[src/rtl/note_player.sv]
// -----------------------------------------------------------------------------
// note_player
//   Playback datapath for the music device. Stores notes committed by the
//   sequencer into a small note memory and, during playback, renders the note
//   at the sequencer-supplied address as a square wave.
//
// Parameters
//   DEPTH      : note memory entries (note_counter is log2(DEPTH) bits wide)
//   TONE_SHIFT : right shift applied to every half-period constant
//                (0 for 50 MHz hardware, 10 for fast simulation)
//
// Ports
//   clk          in  : system clock
//   reset        in  : synchronous, active-high reset
//   ld_note      in  : level, high while the sequencer loads a note
//   note_in      in  : 3-bit note code (0 = rest, 1..7 = C4..B4)
//   ld_play      in  : level, high while in playback
//   note_counter in  : playback read address
//   audio_out    out : square-wave tone (registered)
//   cur_note     out : note currently sounding, 0 = rest (registered)
//   notes_stored out : number of valid entries, 0..DEPTH (registered)
//   full         out : high when notes_stored == DEPTH (registered)
// -----------------------------------------------------------------------------
module note_player #(
  parameter  int DEPTH      = 16,
  parameter  int TONE_SHIFT = 0,
  localparam int AW         = $clog2(DEPTH)
) (
  input  logic          clk,
  input  logic          reset,
  input  logic          ld_note,
  input  logic [2:0]    note_in,
  input  logic          ld_play,
  input  logic [AW-1:0] note_counter,
  output logic          audio_out,
  output logic [2:0]    cur_note,
  output logic [AW:0]   notes_stored,
  output logic          full
);

  localparam logic [AW:0] MAX_CNT = (AW+1)'(DEPTH);

  logic [2:0]  r_mem [DEPTH];
  logic [AW:0] r_stored;
  logic        r_full;
  logic        r_ld_note_q;
  logic [2:0]  r_cur_note;
  logic [16:0] r_tone_cnt;
  logic        r_audio;

  logic        w_wr_stb;
  logic        w_in_range;
  logic [2:0]  w_next_note;

  // Half-period in clock cycles for a note code. Rest maps to 1 so that the
  // reload value (HP - 1) is simply 0. Very large shifts clamp to 1.
  function automatic logic [16:0] hp(input logic [2:0] note);
    logic [16:0] base;
    logic [16:0] v;
    case (note)
      3'd1:    base = 17'd95556;  // C4
      3'd2:    base = 17'd85131;  // D4
      3'd3:    base = 17'd75843;  // E4
      3'd4:    base = 17'd71586;  // F4
      3'd5:    base = 17'd63776;  // G4
      3'd6:    base = 17'd56818;  // A4
      3'd7:    base = 17'd50619;  // B4
      default: base = 17'd1;
    endcase
    v = base >> TONE_SHIFT;
    if (v == 17'd0) v = 17'd1;
    return v;
  endfunction

  // One write per ld_note high period, regardless of how long it is held.
  assign w_wr_stb = ld_note & ~r_ld_note_q;

  // Entries at or beyond notes_stored have never been written since reset,
  // so they read as a rest. The read uses the registered memory, so a write
  // to the same address on this edge is only seen on the next cycle.
  assign w_in_range  = ({1'b0, note_counter} < r_stored);
  assign w_next_note = (ld_play && w_in_range) ? r_mem[note_counter] : 3'd0;

  // Note storage and fill count
  always_ff @(posedge clk) begin
    if (reset) begin
      for (int i = 0; i < DEPTH; i++) r_mem[i] <= 3'd0;
      r_stored    <= '0;
      r_full      <= 1'b0;
      r_ld_note_q <= 1'b0;
    end else begin
      r_ld_note_q <= ld_note;
      // Writes while full are dropped: no wrap, no overwrite.
      if (w_wr_stb && !r_full) begin
        r_mem[r_stored[AW-1:0]] <= note_in;
        r_stored                <= r_stored + 1'b1;
        r_full                  <= ((r_stored + 1'b1) == MAX_CNT);
      end
    end
  end

  // Tone generator: a note change restarts the phase with the output low;
  // an unchanged note keeps counting, so repeated notes are phase-continuous.
  always_ff @(posedge clk) begin
    if (reset) begin
      r_cur_note <= 3'd0;
      r_tone_cnt <= 17'd0;
      r_audio    <= 1'b0;
    end else if (w_next_note != r_cur_note) begin
      r_cur_note <= w_next_note;
      r_tone_cnt <= hp(w_next_note) - 17'd1;
      r_audio    <= 1'b0;
    end else if (r_cur_note == 3'd0) begin
      r_audio    <= 1'b0;
    end else if (r_tone_cnt == 17'd0) begin
      r_audio    <= ~r_audio;
      r_tone_cnt <= hp(r_cur_note) - 17'd1;
    end else begin
      r_tone_cnt <= r_tone_cnt - 17'd1;
    end
  end

  assign audio_out    = r_audio;
  assign cur_note     = r_cur_note;
  assign notes_stored = r_stored;
  assign full         = r_full;

endmodule

[config.mk]
export PLATFORM = sky130hd
export DESIGN_NAME = note_player
export DESIGN_NICKNAME = d
export VERILOG_FILES = /design/src/rtl/note_player.sv
export SDC_FILE = /design/constraint.sdc
export NUM_CORES = 1
export LEC_CHECK = 0
export ABC_AREA = 1
export ABC_CLOCK_PERIOD_IN_PS = 3200
export BUFFER_PORTS_ARGS = -buffer_cell sky130_fd_sc_hd__buf_2
export CORE_MARGIN = 2
export CORE_UTILIZATION = 56
export DETAILED_ROUTE_END_ITERATION = 8
export GPL_ROUTABILITY_DRIVEN = 0
export PLACE_DENSITY = 0.82
export SLEW_MARGIN = 20
export SYNTH_ARGS = -nofsm -noshare
export SYNTH_HDL_FRONTEND = slang
export SYNTH_SLANG_ARGS = --single-unit
[constraint.sdc]
create_clock -name clk -period 3.2 [get_ports clk]
set_input_delay 0.96 -clock clk [delete_from_list [all_inputs] [get_ports clk]]
set_output_delay 0.96 -clock clk [all_outputs]
set_load 0.005 [all_outputs]
# Word level (Yosys, flattened, before mapping)
# Memory sizes are Yosys's and may differ from the RTL's.
# Cells that the tools add are included.
# word_totals
ff_bits	28
latch_bits	0
ramBits	48
mem_bits_ro	0
inputBits	11
out_inout_bits	10
wordCells	69
mem_count	1
# mem_list
name	depth	word_bits	read_ports	rd_clocked_by_memory_dff	wr	line_no	text
r_mem	16	3	1	0	16	43	logic [2:0] r_mem [DEPTH];
# classes
addsub	4
multipliers	0
div	0
n_lt_le_gt_ge	1
eq_ne	17
n_shift	0
muxes	28
bitwise_logic	3
n_reduce_logical	9
# ops
operator	count
two-way mux 17 bit	17
one-hot mux 17 bit (7 select lines)	2
zero test 17 bit	3
subtractor 17 x 1 -> 17 bit, second input constant	3
equality test 3 bit, second input constant	8
equality test 3 x 2 -> 1 bit, second input constant	4
equality test 3 x 1 -> 1 bit, second input constant	2
two-way mux 1 bit	6
two-way mux 3 bit	2
OR reduction 3 bit	2
adder 5 x 1 -> 5 bit, second input constant	1
equality test 5 bit, second input constant	1
< comparator 4 x 5 -> 1 bit	1
two-way mux 4 bit	1
zero test 3 bit	1
!= test 3 bit	1
logical AND 1 bit	2
!= test 2 bit, second input constant	1
NOT 1 bit	2
AND 1 bit	1
zero test 1 bit	1

# Longest topological paths before layout
# depth
word_depth	16
depth_mapped	25
depth_no_buf	23

# Least setup slack after synthesis
# No wires, ideal clock.
# synth_path
path_kind	input port to flip-flop
from	input port note_counter[2]
to	register r_tone_cnt[16]
setup_time_ns	0.109
arrival_ns	3.238
required_time_ns	3.091
setup_slack_ns	-0.147
path_stages	21
n_path_buf	1
cell_sequence	ha_1 > nand2_1 > inv_1 > o21ai_0 > nand2_1 > nor2_8 > nand3_2 > nand2_2 > nand2_4 > nand3_4 > buf_8 > nand2_2 > nand2_1 > ha_1 > nand3_4 > nor2_8 > nand2_1 > nand2_1 > nand3_1 > nand2_1 > inv_1
# synth_between
elab_chain_cells	13
word_cells_on_any_way	22
classes_between	add/sub: 1; order compare: 1; eq/ne: 9; mux: 8; reduce/logical: 2; memory: 1
# synth_rtl
element	line_no	text
start: declaration	34	input logic [AW-1:0] note_counter,
< comparator 4 x 5 -> 1 bit	81	assign w_in_range = ({1'b0, note_counter} < r_stored);
logical AND 1 bit	82	assign w_next_note = (ld_play && w_in_range) ? r_mem[note_counter] : 3'd0;
two-way mux 3 bit *	82	
equality test 3 bit, or another cell as far along	60	case (note)
one-hot mux 17 bit (7 select lines)	60	
two-way mux 17 bit	109	end else if (w_next_note != r_cur_note) begin
two-way mux 17 bit	105	if (reset) begin
zero test 17 bit	71	if (v == 17'd0) v = 17'd1;
two-way mux 17 bit	71	
two-way mux 17 bit	109	
two-way mux 17 bit	105	
subtractor 17 x 1 -> 17 bit	111	r_tone_cnt <= hp(w_next_note) - 17'd1;
two-way mux 17 bit	109	
end signal: assignment	111	
end signal: assignment	117	r_tone_cnt <= hp(r_cur_note) - 17'd1;
end signal: assignment	119	r_tone_cnt <= r_tone_cnt - 17'd1;
end: declaration	48	logic [16:0] r_tone_cnt;
# Mark *: on every way between the ends. The rest lies on a longest branch, timed or not. The select of a mux whose other input is x is not followed.
# A chain may end at the register's enable or synchronous reset.

# Worst setup path in the final report
# layout_path
from	input port note_counter[2]
to	register r_tone_cnt[10]
# The elaborated chain is that of the path after synthesis.

==> results.toml <==
[timing]
slew_headroom_pct = 32.7
slew_violations = 0
setup_viol = 0
fin_crit_sh_pct = 95.6
min_period_ns = 3.06
fmax_mhz = 327
hold_violations = 0
max_slew.worst_pin.slew_ns = 1.01
skew_ns = 0.0139
holdWs_ns = 0.475

[die]
rows = 34
initial_core_util_pct = 57.6
io_pins = 21
die_area_um2 = 9700
die_y_um = 98.5
core-area_um2 = 8680
die_w_um = 98.5

[yosys]
synth_compound_area_share_pct = 5.93
synth_cell_types = 34
seq_area_frac_synth_pct = 40.0
synth_area_per_cell_um2 = 7.24
netlist_top_cells_area = "edfxtp_1, nand2_1, dfxtp_1, inv_1, nor2_1"
yosys.area.top_type_share_pct = 28.8
ys_seq_elements = 76
yosys.area_share.simple_pct = 39.9
yosys_most_used_dff = "edfxtp_1"
yosys.area.top_type = "edfxtp_1"
synthAdderAreaFrac_pct = 2.25
syn_area_um2 = 5000
synth_top_family_by_area = "simple AND/OR/NAND/NOR gates"
ys_async_sr_fraction_pct = 0
synthMuxAreaShare_pct = 0
netlist_instances = 691
synth_edf_count = 48
synth_nets = 711
synth_xor_area_share_pct = 1.20
yosysWarnings = 0

[drt]
vias = 5015
firstDrtPassIters = 7
first_iter_violations = 605
via_per_inst = 5.79
drc = 0
final_antenna_net_count = 0
post_drt_wl_per_cell_um = 16.0
wirelength_um = 13900

[layout]
final_layout_size_suffix_gt1_share_pct = 21.1
synthToLayoutAreaGrowth_pct = 17.9
diodes = 0
seqCellArea_um2 = 2000
final_cell_area_um2 = 5900
fin_nets = 773
multi_input_area_um2 = 2600
fillCellCount = 691

[pwr]
p_leak_nw = 2.89
power_density_nw_per_um2 = 588
power_mw = 3.47
vdd_drop_max_v = 0.000285

[worst_setup_path]
end_kind = "flip-flop"
r2r_start = "notes_stored[3]"
critPathKind = "in2reg"
r2r_slack_ns = 0.24
cp.required_ns = 3.46
r2r-end = "r_tone_cnt[10]"
rr_worst_depth = 21
arrival_ns = 3.32
cp_max_fo = 8
startpoint_type = "input pin"

[clock_network]
root_buffer = "clkbuf_8"
clock_path_buffers = 2
cts.sinks = 76
clk_pin_slew_ns = 0.08
cts_htree_levels = 3
cts_buffers = 9
cts_tree = "done"
cts_hold_buf = 0
clock_latency_ns = 0.37

[grt]
grt_pass1_wl_um = 21900
grt_pass1_vias = 4641
grt_max_degree = 26
gr-usage-all-layers_pct = 28.2
antenna_found_initial = 0
grt_overflow = 0

[placed_design]
place_area_um2 = 5520
hpwl_um = 9500
numPortBuffers = 20

[run_status]
status = "finished clean"

[hold_path]
worst_hold_path.endpoint = "full"
hold_start = "full"
hold_class = "reg2reg"
hold_depth = 2

[flow_run]
drv_cap = 0
-- synth_stat cells, drive strengths merged (4+ instances only) --
master and number:
nand3 72, clkbuf 10, xor2 4, o21ai 31, nand4 23, a21oi 20, inv 99, nor2 105
dfxtp 28, nand2 212, ha 9, edfxtp 48, buf 15
-- sequential cells by signal, summed over array words and instances, names as in the netlist --
register / flops
notes_stored: 5
audio_out: 1
r_tone_cnt: 17
cur_note: 3
r_mem: 48
full: 1
r_ld_note_q: 1
-- layout by cell type (no fill, tap or decap), types with 4 or more instances in the layout --
cell,synthesis,routed
nor2_2,7,9
nand4_1,23,23
buf_4,3,48
nand2_1,188,181
nand3_2,5,5
nand2_2,17,22
ha_4,0,4
nor2_1,90,86
nand3_4,4,6
nand3_1,63,62
inv_1,97,95
nor2_4,6,8
ha_1,9,5
clkbuf_8,0,9
a21oi_1,20,20
edfxtp_1,48,48
dfxtp_1,28,28
buf_2,7,19
nand2_4,7,9
buf_12,0,5
o21ai_0,31,30
-- per-stage QoR --
step                      cells  worst slack (ns)  setup TNS (ns)  util (%)
after floorplan             691            0.0124               0         -
after global placement      843            -0.248           -3.09      63.6
after detailed placement    843            -0.419           -4.83      63.6
after CTS                   862            0.0169               0      66.1
after global routing        866           -0.0248         -0.0581      67.9
final                       866             0.139               0      67.9
-- kinds of logic (layout without fill, tap and decap cells) --
group | Yosys count | in the layout
adder cells (fa/ha/maj) | 9 | 9
flip-flops | 76 | 76
buffers and inverters | 125 | 191
XOR/XNOR | 6 | 6
AND/OR/NAND/NOR | 418 | 419
AO/OA/AOI/OAI | 57 | 57
-- power breakdown --
group	internal [mW]	switching [mW]	total, mW
Combinational	0.588	0.951	1.54
Sequential	1.13	0.0460	1.18
Clock	0.365	0.384	0.749
Total	2.09	1.38	3.47
-- worst max-delay path by stage --
stage	startpoint	end
after floorplan	note_counter[2]	r_tone_cnt[16]
after global placement	note_counter[2]	r_tone_cnt[12]
after detailed placement	note_counter[2]	r_tone_cnt[12]
after CTS	note_counter[2]	r_tone_cnt[12]
after global routing	note_counter[2]	r_tone_cnt[10]
final	note_counter[2]	r_tone_cnt[10]
-- worst max-delay path, cell delays in order --
cell and delay (ns):
buf_6 0.10, ha_4 0.21, nand2_2 0.07, inv_2 0.04, o21ai_2 0.14, nand2_2 0.10, nor2_8 0.21, nand2_1 0.10
nor2_2 0.18, nand2_4 0.11, nand2_1 0.12, nand2_2 0.08, nand2_2 0.12, ha_4 0.16, nand3_4 0.14, nor2_8 0.18
nand2_1 0.07, nand2_1 0.07, nand3_1 0.06, nand2_1 0.06, inv_1 0.03
-- timing repair --
action / 4_1_cts / 5_1_grt
endpoints found under the setup margin: 1 / 17
gates cloned: 1 / 0
buffers inserted: 2 / 4
pin swaps: 2 / 19
resized for setup: 0 / 23
hold endpoints to repair: 0 / 0
-- routing by layer --
metal  vias to the layer above  share of wire (%)  global-route usage [%]
met1                      2273                 39                    38.6
met4                         0                2.8                    11.0
met3                        58                 12                    7.16
met2                       346                 46                    43.2
li1                       2338                  -                       -
met5                         -                  0                       0
-- layout make-up --
| type | instances | share of cell area [%] |
|---|---|---|
| clock buffer | 11 | 2.23 |
| tap | 108 | 2.29 |
| clock inverter | 5 | 1.04 |
| timing repair buffer | 75 | 10.0 |
| multi-input combinational | 491 | 44.0 |
| sequential | 76 | 34.0 |
| inverter | 100 | 6.45 |
Power figures use the tool's default switching activity.
